[src/rtl/instruction_fetch_pkg.sv]
// Shared constants, types and helpers for the instruction fetch stage.
package instruction_fetch_pkg;

    localparam logic [31:0] RESET_PC_DEFAULT = 32'h0000_0000;
    localparam logic [31:0] INSTR_NOP        = 32'h0000_0013;
    localparam logic [31:0] PC_STEP          = 32'd4;

    // EMPTY: no real request outstanding; VALID: imem_q carries the word at resp_pc.
    // STALL is VALID with out_ready low, so it needs no encoding of its own.
    typedef enum logic {
        ST_EMPTY = 1'b0,
        ST_VALID = 1'b1
    } fetch_state_t;

    // Byte address to memory word address.
    function automatic logic [31:0] byte_to_word(input logic [31:0] byte_addr);
        return {2'b00, byte_addr[31:2]};
    endfunction

endpackage

[src/rtl/instruction_fetch.sv]
// Instruction fetch: owns the PC, drives the single-cycle instruction memory
// and hands fetched words to decode through a valid/ready handshake.
module instruction_fetch
    import instruction_fetch_pkg::*;
#(
    parameter logic [31:0] RESET_PC = RESET_PC_DEFAULT
) (
    input  logic        clk,
    input  logic        rst,
    input  logic        fetch_en,
    input  logic        redirect_valid,
    input  logic [31:0] redirect_pc,
    output logic        imem_ce,
    output logic        imem_we,
    output logic [31:0] imem_addr,
    output logic [31:0] imem_d,
    input  logic [31:0] imem_q,
    output logic        out_valid,
    input  logic        out_ready,
    output logic [31:0] out_pc,
    output logic [31:0] out_instr
);

    fetch_state_t state, state_next;
    logic [31:0]  fetch_pc, fetch_pc_next;
    logic [31:0]  resp_pc, resp_pc_next;
    logic [31:0]  req_pc;
    logic [31:0]  redirect_base;
    logic         resp_valid;
    logic         advance;

    assign resp_valid    = (state == ST_VALID);
    assign advance       = ~resp_valid | out_ready;
    assign redirect_base = redirect_pc & ~32'h0000_0003;

    // The memory tristates its output when disabled, so keep it enabled whenever out of reset.
    assign imem_ce   = ~rst;
    assign imem_we   = 1'b0;
    assign imem_d    = 32'h0000_0000;
    assign imem_addr = byte_to_word(req_pc);

    // Reset gating keeps a stale word from being offered while reset is held.
    assign out_valid = resp_valid & ~redirect_valid & ~rst;
    assign out_pc    = resp_pc;
    assign out_instr = imem_q;

    // State and PC registers with synchronous reset back to RESET_PC.
    always_ff @(posedge clk) begin
        if (rst) begin
            state    <= ST_EMPTY;
            fetch_pc <= RESET_PC;
            resp_pc  <= RESET_PC;
        end else begin
            state    <= state_next;
            fetch_pc <= fetch_pc_next;
            resp_pc  <= resp_pc_next;
        end
    end

    // Request selection in priority order: redirect, sequential advance, idle advance, stall re-read.
    always_comb begin
        state_next    = state;
        fetch_pc_next = fetch_pc;
        resp_pc_next  = resp_pc;
        req_pc        = resp_pc;
        if (redirect_valid) begin
            req_pc        = redirect_base;
            resp_pc_next  = redirect_base;
            fetch_pc_next = redirect_base + PC_STEP;
            state_next    = ST_VALID;
        end else if (advance && fetch_en) begin
            req_pc        = fetch_pc;
            resp_pc_next  = fetch_pc;
            fetch_pc_next = fetch_pc + PC_STEP;
            state_next    = ST_VALID;
        end else if (advance) begin
            req_pc     = fetch_pc;
            state_next = ST_EMPTY;
        end else begin
            req_pc = resp_pc;
        end
    end

endmodule

[config.mk]
export PLATFORM = sky130hd
export DESIGN_NAME = instruction_fetch
export DESIGN_NICKNAME = d
export VERILOG_FILES = /design/src/rtl/instruction_fetch_pkg.sv /design/src/rtl/instruction_fetch.sv
export SDC_FILE = /design/constraint.sdc
export NUM_CORES = 1
export LEC_CHECK = 0
export ABC_CLOCK_PERIOD_IN_PS = 3200
export CAP_MARGIN = 0
export CORE_ASPECT_RATIO = 1.1
export CORE_UTILIZATION = 39
export DETAILED_ROUTE_END_ITERATION = 10
export PLACE_DENSITY_LB_ADDON = 0.05
export SLEW_MARGIN = 20
export SYNTH_ARGS = -nofsm -noshare
export SYNTH_HDL_FRONTEND = slang
export SYNTH_SLANG_ARGS = --single-unit
[constraint.sdc]
create_clock -name clk -period 3.2 [get_ports clk]
set_clock_uncertainty 0.05 [all_clocks]
set_input_delay 0.64 -clock clk [delete_from_list [all_inputs] [get_ports clk]]
set_output_delay 0.64 -clock clk [all_outputs]
set_load 0.005 [all_outputs]
==> summary.md, run 1 <==
| Metric | Value |
|---|---|
| Outcome | `finished, final reports clean` |
| Drt initial violations | `between 200 and 250` |
| Die area | `around 0.012 mm2` |
| Pleak | `between 2 and 2.5 nW` |
| Final worst setup slack | `roughly 0.14 ns` |
| Post-synthesis cell count | `between 600 and 700` |
| Yosys top cell area share | `0.267` |
| Hold Path Class | `register to register` |
| Syn avg cell area | `~7.3 um2` |
| Highest routed layer | `met4` |
| Synth area leaders | `dfxtp_1 27%, buf_4 11%, nand2_1 11%, xnor2_1 6.9%, a311oi_1 4.4%` |
| Critical path type | `input pin to output pin` |
| Post-route ant nets | `0` |
| Mapped cell area | `0.00458 mm2` |
| GP Congestion | `approximately 0.8` |
| Ratio of cells with drive above 1 in the final layout | `0.0913` |
| Least-Margin Pin Slew | `roughly 0.6 ns` |
| Port buffer count | `96` |
| Ys flop type | `dfxtp_1` |
| DP Area | `approximately 0.0054 mm2` |
| Worst hold slack | `0.430 ns` |
| Detailed Routing Iterations Pass 1 | `5` |
| Synthesized flop and latch total | `61` |
| WL/cell | `around 16 um` |
| Leading area contributor after synthesis | `dfxtp_1` |
| Crit share post-route | `0.955` |
| Setup_tns | `0 ns` |
| Most frequent cell after synthesis | `nand2_1` |
| Via count | `approximately 4,500` |
| DRC violations left | `0` |
| Final #Nets | `approximately 760` |
| Pwr Density | `approximately 420 mW/mm2` |
| Post_cts resized | `0` |
| CP max FO | `22` |
| H-tree depth | `3` |
| Die X-Extent | `~110 um` |
| # hold bufs at CTS | `0` |
| Worst-path cell chain | `clkdlybuf4s50_1 > nand2b_1 > buf_4 > nand2_1 > a31oi_1 > clkdlybuf4s50_1` |
| # IOs | `200` |
| EDFF count, synth | `0` |
| Yosys cell types | `55` |
| Synth top cells by count | `136 x nand2_1, 70 x buf_4, 61 x dfxtp_1, 51 x nor2_1, 36 x xnor2_1` |
| Seq. cell area | `around 0.0012 mm2` |
| Sink Count | `61` |
| Ys async rst share | `0` |
| Worst-Skew Late Latency | `approximately 0.33 ns` |
| CTS tree | `yes` |
| Fmax | `roughly 330 MHz` |
| WL final | `~14,000 um` |
| Max Cap Viol | `0` |
| Area grow syn2layout | `25.0%` |
| First-pass GRT wire length | `21,600 um` |
| Post-Route M1 WL | `between 5000 and 6000 um` |
| DPL Wire Length | `9150 um` |
| Place WS | `approximately 0.1 ns` |
| Largest net degree at the start of global routing | `48` |
| Vias in the first global route | `~4,300` |
| Slew margin rel. | `0.597` |
| ANT cells | `0` |
| Final core occ | `0.500` |
| CP max stage cell | `clkdlybuf4s50_1` |
| Fill count | `between 1,000 and 1,500` |
| Startpoint types | `input pin` |
| Top delay family on crit path | `buffers and inverters` |
| Starting Density | `0.400` |
| CTS buffer count | `9` |
| Crit path top cell by count | `clkdlybuf4s50_1` |
| Max incr delay on CP | `~0.53 ns` |
| Detail Route met2 WL | `6630 um` |
| Met3 wire len | `just under 700 um` |
| Clk buf depth | `2` |
| Required @ worst endpoint | `about 2.5 ns` |
| Yosys warns | `0` |
| Die height | `~120 um` |
| Dpl cells | `approximately 820` |
| Sequential area share after synthesis | `0.267` |
| Min cycle time layout | `3.06 ns` |
| Power, Total | `about 2.4 mW` |
| RSZ-0062 raised after global routing | `false` |
| Final Max Tran Viols | `0` |
| Global route overflow | `0` |
| Multi-input logic area | `between 0.002 and 0.003 mm2` |
| Worst Setup End Kind | `output pin` |
| Post-CTS setup buffers | `0` |
| Via density | `around 5.4` |
| Hold Fails Final Rpt | `0` |
| Initial antenna violation count | `0` |
| Crit path DAT | `2.37 ns` |
| Final setup violation count | `0` |
| Root buffer cell | `clkbuf_16` |
| Final design area excluding fillers | `0.00572 mm2` |
| Cell Rows | `41` |
| Clk pin slew, worst setup/hold paths | `0.05 ns` |
| Filler-free cell count of the finished design | `between 800 and 900` |
| Total GRT Usage | `0.224` |
| Worst Path Buf+Inv | `3` |
| CORE AREA | `0.0114 mm2` |
| Max IR drop VDD | `210 uV` |
-- tightest hold or removal path, delay by kind of cell, from the launching register on --
family | cells | cell delay [ns]
AOI/OAI and AO/OA | 1 | 0.05
DFF | 1 | 0.32
and+or+nand+nor | 1 | 0.06
-- final timing paths --
kind | depth (start not counted) | start | to | slack (ns)
setup / recovery | 6 | out_ready | imem_addr[6] | 0.14
hold reg to reg | 2 | fetch_pc[3] | fetch_pc[3] | 0.43
setup reg to reg | 7 | fetch_pc[5] | fetch_pc[31] | 0.76
hold / removal | 2 | fetch_pc[3] | fetch_pc[3] | 0.43
-- metal layers --
layer  up-vias  GRT usage
met1      2161      0.272
met5         -          0
met3        16     0.0343
met4         0      0.113
li1       2218          -
met2       154      0.389
-- cell families (layout without fill, tap and decap cells) --
family / Yosys count / count (layout) / synth area share
adders and majority gates: 1 / 1 / 0.00273
other: 1 / 37 / 0.000819
and+or+nand+nor: 268 / 268 / 0.276
buffers and inverters: 119 / 146 / 0.159
xor gates and xnor gates: 51 / 51 / 0.0975
DFF: 61 / 61 / 0.267
muxes: 5 / 5 / 0.0112
AOI/OAI and AO/OA: 121 / 121 / 0.187
-- layout by cell type (no fill, tap or decap), drive strengths merged, types with 2 or more instances in the layout --
cell           count
nor3b              3
o22ai             12
a31oi             28
and3               2
nor2b              3
a21oi             16
clkinv             3
buf               30
dfxtp             61
a211oi            19
and2               3
nand2            136
a311oi            23
nand3             20
mux2i              4
clkbuf            12
inv                6
nand2b             2
clkdlybuf4s50     94
nand4b             2
and4b              2
nor4               9
o21ai             10
xor2              15
and4               2
nand4             13
nand3b             6
conb              37
nor2              51
a22oi              4
o31a               2
xnor2             36
nor3              13
-- area by class of cell --
class / count / area share
clock buffers: 12 / 0.0466
clock inverters: 4 / 0.00787
inverters: 6 / 0.00393
multi-input cells: 483 / 0.484
flip-flops and latches: 61 / 0.213
well taps: 150 / 0.0328
repair buffers: 124 / 0.212
-- sequential cells by signal, summed over array words and instances, names as in the netlist --
| name | flops |
|---|---|
| fetch_pc | 30 |
| out_pc | 30 |
| resp_valid | 1 |
-- power by group --
part | internal (mW) | leakage, nW | total, mW | switching, mW
sequential | 0.816 | 0.507 | 0.875 | 0.0596
combinational | 0.264 | 1.34 | 0.520 | 0.257
clock | 0.662 | 0.158 | 1.02 | 0.360
total | 1.74 | 2.01 | 2.42 | 0.677
(Power assumes the default switching activity.)
==> inputs of run 2 (changes only) <==
--- a/config.mk
+++ b/config.mk
@@ -5,7 +5,7 @@
 export SDC_FILE = /design/constraint.sdc
 export NUM_CORES = 1
 export LEC_CHECK = 0
-export ABC_CLOCK_PERIOD_IN_PS = 3200
+export ABC_CLOCK_PERIOD_IN_PS = 2700
 export CAP_MARGIN = 0
 export CORE_ASPECT_RATIO = 1.1
 export CORE_UTILIZATION = 39
==> constraint.sdc (replaced) <==
create_clock -name clk -period 2.7 [get_ports clk]
set_clock_uncertainty 0.05 [all_clocks]
set_input_delay 0.54 -clock clk [delete_from_list [all_inputs] [get_ports clk]]
set_output_delay 0.54 -clock clk [all_outputs]
set_load 0.005 [all_outputs]
==> summary.md, run 2 (same netlist as run 1, synthesis figures left out) <==
| Metric | Value |
|---|---|
| Sink Count | `61` |
| Crit path DAT | `roughly 2.0 ns` |
| Final setup violation count | `0` |
| Most frequent cells in the layout | `136 x nand2_1, 87 x clkdlybuf4s50_1, 60 x dfxtp_1, 58 x buf_4, 51 x nor2_1` |
| Die area | `about 0.012 mm2` |
| Global route overflow | `0` |
| Die height | `approximately 120 um` |
| CTS buffer count | `9` |
| CP max FO | `25` |
| First-pass GRT wire length | `about 23,000 um` |
| Starting Density | `0.400` |
| Ratio of cells with drive above 1 in the final layout | `0.151` |
| Detailed Routing Iterations Pass 1 | `4` |
| Die X-Extent | `approximately 110 um` |
| Vias in the first global route | `approximately 4,500` |
| Worst Setup End Kind | `output pin` |
| Required @ worst endpoint | `between 2 and 2.5 ns` |
| Pleak | `around 2.3 nW` |
| Multi-input logic area | `around 0.0028 mm2` |
| Slew margin rel. | `0.600` |
| DRC violations left | `0` |
| Fmax | `approximately 390 MHz` |
| ANT cells | `0` |
| Critical path type | `input pin to output pin` |
| # hold bufs at CTS | `0` |
| DPL Wire Length | `~10000 um` |
| Fill count | `around 1,100` |
| Reg2Reg Setup Slack | `approximately 0.46 ns` |
| Initial antenna violation count | `0` |
| Least-Margin Pin Slew | `about 0.59 ns` |
| Max IR drop VDD | `251 uV` |
| Via density | `5.37` |
| CORE AREA | `about 0.011 mm2` |
| RSZ-0062 raised after global routing | `false` |
| Max Cap Viol | `0` |
| Root buffer cell | `clkbuf_16` |
| CTS tree | `yes` |
| WL/cell | `roughly 16 um` |
| Power, Total | `around 2.8 mW` |
| Hold Path Class | `register to register` |
| Outcome | `finished, final reports clean` |
| Area grow syn2layout | `35.2%` |
| Startpoint types | `input pin` |
| Final Max Tran Viols | `0` |
| Post-route ant nets | `0` |
| Hold Fails Final Rpt | `0` |
| Final core occ | `0.541` |
| Via count | `between 4,000 and 5,000` |
| Commonest non-fill, non-tap cell in the layout | `nand2_1` |
| # IOs | `200` |
| Largest net degree at the start of global routing | `between 40 and 50` |
| H-tree depth | `3` |
| Final #Nets | `~800` |
| GP Congestion | `0.836` |
| Worst-Skew Late Latency | `~0.33 ns` |
| Total GRT Usage | `0.238` |
| Seq. cell area | `0.00122 mm2` |
| Pwr Density | `between 400 and 500 mW/mm2` |
| WL final | `~14,000 um` |
| Crit share post-route | `0.961` |
| Clk pin slew, worst setup/hold paths | `approximately 0.050 ns` |
| Drt initial violations | `228` |
| Cell Rows | `41` |
| Clk buf depth | `2` |
| Port buffer count | `between 90 and 100` |
| Min cycle time layout | `2.60 ns` |
[run 2: cell count changes in the layout (fill, tap and decap cells not counted), sizes merged]
cell	before	now
buf	30	69
clkdlybuf4s50	94	87
dlymetal6s2s	0	4
dlygate4sd2	0	2
clkinv	3	1
bufinv	1	0
clkbuf	12	18
bufbuf	0	2
[run 2: worst paths after layout]
check / startpoint / cells past startpoint / endpoint
setup / recovery: redirect_valid / 7 / imem_addr[28]
hold / removal: fetch_pc[3] / 2 / fetch_pc[3]
setup reg to reg: fetch_pc[3] / 10 / fetch_pc[12]
hold reg to reg: fetch_pc[3] / 2 / fetch_pc[3]
[run 2: area by class of cell]
cell class,count,area share
Sequential cell,61,0.197
Tap cell,150,0.0303
Timing Repair Buffer,168,0.270
Clock buffer,14,0.0443
Inverter,6,0.00445
Multi-Input combinational cell,483,0.452
Clock inverter,1,0.000808
[run 2: routing by layer]
layer,track usage,vias up,part of all wire
met5,0,-,0
met4,0.104,0,0.023
met3,0.0332,27,0.053
met2,0.406,142,0.48
met1,0.300,2260,0.44
li1,-,2309,-
[run 2: per-stage QoR]
step	hold WS (ns)	cells	worst slack, ns	TNS (ns)	instance area [um2]
2_1_floorplan	0.395	663	0.00523	0	4760
3_3_place_gp	0.408	862	-0.168	-4.38	5750
3_5_place_dp	0.431	862	-0.173	-4.46	5750
4_1_cts	0.438	881	0.00859	0	6120
5_1_grt	0.454	883	0.00150	0	6190
6_report	0.443	883	0.104	0	6190
[run 2: critical path, cell delays in order]
cell and delay (ns):
clkbuf_4 0.18, buf_12 0.18, inv_6 0.13, buf_12 0.16
nor2_1 0.07, a31oi_1 0.20, clkdlybuf4s50_1 0.54
[run 2: repair_timing]
item | in CTS | in global routing
setup buffers | 1 | 0
pin swaps | 1 | 1
setup endpoints to repair | 30 | 25
resized for setup | 7 | 12
gates cloned | 3 | 2
[run 2: where the power goes]
| part | leakage [nW] | switching [mW] | internal (mW) |
|---|---|---|---|
| Combinational | 1.68 | 0.324 | 0.365 |
| Clock | 0.139 | 0.404 | 0.690 |
| Sequential | 0.507 | 0.0718 | 0.968 |
==> inputs of run 3 (changes only) <==
--- a/config.mk
+++ b/config.mk
@@ -5,10 +5,10 @@
 export SDC_FILE = /design/constraint.sdc
 export NUM_CORES = 1
 export LEC_CHECK = 0
-export ABC_CLOCK_PERIOD_IN_PS = 2700
+export ABC_CLOCK_PERIOD_IN_PS = 3010
 export CAP_MARGIN = 0
 export CORE_ASPECT_RATIO = 1.1
-export CORE_UTILIZATION = 39
+export CORE_UTILIZATION = 44
 export DETAILED_ROUTE_END_ITERATION = 10
 export PLACE_DENSITY_LB_ADDON = 0.05
 export SLEW_MARGIN = 20
==> constraint.sdc (replaced) <==
create_clock -name clk -period 3.01 [get_ports clk]
set_clock_uncertainty 0.05 [all_clocks]
set_input_delay 0.602 -clock clk [delete_from_list [all_inputs] [get_ports clk]]
set_output_delay 0.602 -clock clk [all_outputs]
set_load 0.005 [all_outputs]
==> summary.md, run 3 (same netlist as run 1, synthesis figures left out) <==
| Metric | Value |
|---|---|
| Outcome | `finished, final reports clean` |
| ANT cells | `0` |
| Setup_tns | `0 ns` |
| Fmax | `around 340 MHz` |
| Power, Total | `approximately 2.2 mW` |
| Clk buf depth | `2` |
| WL final | `13,100 um` |
| Via density | `5.51` |
| Root buffer cell | `clkbuf_8` |
| Hold Fails Final Rpt | `0` |
| Worst Setup End Kind | `output pin` |
| H-tree depth | `3` |
| Starting Density | `0.459` |
| Pleak | `about 2.0 nW` |
| DRC violations left | `0` |
| Global route overflow | `0` |
| Dpl cells | `approximately 800` |
| Max IR drop VDD | `198 uV` |
| Post-CTS setup buffers | `0` |
| Area grow syn2layout | `23.1%` |
| Final Max Tran Viols | `0` |
| Crit path DAT | `around 2.3 ns` |
| Pwr Density | `about 380 mW/mm2` |
| Filler-free cell count of the finished design | `820` |
| Crit path top cell by count | `clkdlybuf4s50_1` |
| CP max stage cell | `clkdlybuf4s50_1` |
| Most frequent cells in the layout | `136 x nand2_1, 93 x clkdlybuf4s50_1, 61 x dfxtp_1, 51 x nor2_1, 37 x conb_1` |
| Detailed Routing Iterations Pass 1 | `4` |
| Initial antenna violation count | `0` |
| Cell Rows | `38` |
| Commonest non-fill, non-tap cell in the layout | `nand2_1` |
| Post-route ant nets | `0` |
| Fill count | `a little under 1,000` |
| Vias in the first global route | `~4,400` |
| Clk pin slew, worst setup/hold paths | `0.07 ns` |
| Drt initial violations | `between 200 and 250` |
| Crit share post-route | `0.978` |
| Worst-Skew Late Latency | `about 0.34 ns` |
| Max Cap Viol | `0` |
| Largest net degree at the start of global routing | `75` |
| First-pass GRT wire length | `roughly 22,000 um` |
| Min cycle time layout | `~2.9 ns` |
| Total GRT Usage | `0.253` |
| Final #Nets | `765` |
| Slew margin rel. | `0.614` |
| Final core occ | `0.565` |
| Final setup violation count | `0` |
| Ratio of cells with drive above 1 in the final layout | `0.104` |
| Startpoint types | `input pin` |
| Critical path type | `input pin to output pin` |
| Least-Margin Pin Slew | `0.563 ns` |
| Hold Path Class | `register to register` |
| Die area | `around 0.011 mm2` |
| Worst hold slack | `between 0.4 and 0.5 ns` |
| CTS tree | `yes` |
| Die height | `around 110 um` |
| Required @ worst endpoint | `about 2.4 ns` |
| Die X-Extent | `about 100 um` |
| Worst-path cell chain | `clkdlybuf4s50_1 > nand2b_4 > buf_4 > nand2_1 > a31oi_1 > clkdlybuf4s50_1` |
| GP Congestion | `approximately 0.86` |
| CP max FO | `7` |
| CORE AREA | `0.00998 mm2` |
| WL/cell | `16.0 um` |
| Sink Count | `61` |
| Port buffer count | `96` |
| Via count | `about 4,500` |
| DPL Wire Length | `~9400 um` |
| # IOs | `200` |
| Max incr delay on CP | `0.56 ns` |
| CTS buffer count | `9` |
-- run 3: per-layer routing --
layer | part of all wire | track usage
met5 | 0 | 0
met4 | 0.0062 | 0.0956
met3 | 0.059 | 0.0500
met2 | 0.50 | 0.430
met1 | 0.44 | 0.318
-- run 3: final cells by class --
type                    instances  area, um2  share of cell area
flip-flops and latches         61       1220               0.217
inverters                       6       22.5             0.00400
repair buffers                134       1290               0.228
multi-input cells             483       2780               0.493
well taps                     120        150              0.0266
clock inverters                 4       22.5             0.00400
clock buffers                  12        155              0.0275
-- run 3: report_power, final --
part           total (mW)  internal [mW]  switching (mW)
combinational       0.555          0.285           0.271
clock               0.678          0.340           0.338
sequential          0.930          0.866          0.0638
-- run 3: path summary, 6_finish.rpt --
path	from	endpoint	slack, ns	cells after the start
setup / recovery	out_ready	imem_addr[10]	0.07	6
hold / removal	fetch_pc[3]	fetch_pc[3]	0.43	2
setup reg to reg	fetch_pc[5]	fetch_pc[29]	0.69	8
hold reg to reg	fetch_pc[3]	fetch_pc[3]	0.43	2
-- run 3: critical path, delay by kind of cell --
kind                   cells  cell delay [ns]
buffers and inverters      3             1.26
AO/OA/AOI/OAI              1             0.19
AND/OR/NAND/NOR            2             0.24
-- run 3: timing repair --
item | CTS | global route
endpoints found under the hold margin | 0 | 0
gates resized for setup | 0 | 6
setup endpoints to repair | 0 | 27
hold buffers | 0 | 0
-- run 3: per-stage QoR --
step / setup slack, ns / cell area (um2)
global placement: 0.0395 / 5440
floorplan: 0.0876 / 4720
global route: -0.00675 / 5640
detailed placement: 0.0317 / 5440
finish: 0.0656 / 5640
CTS: 0.0247 / 5620
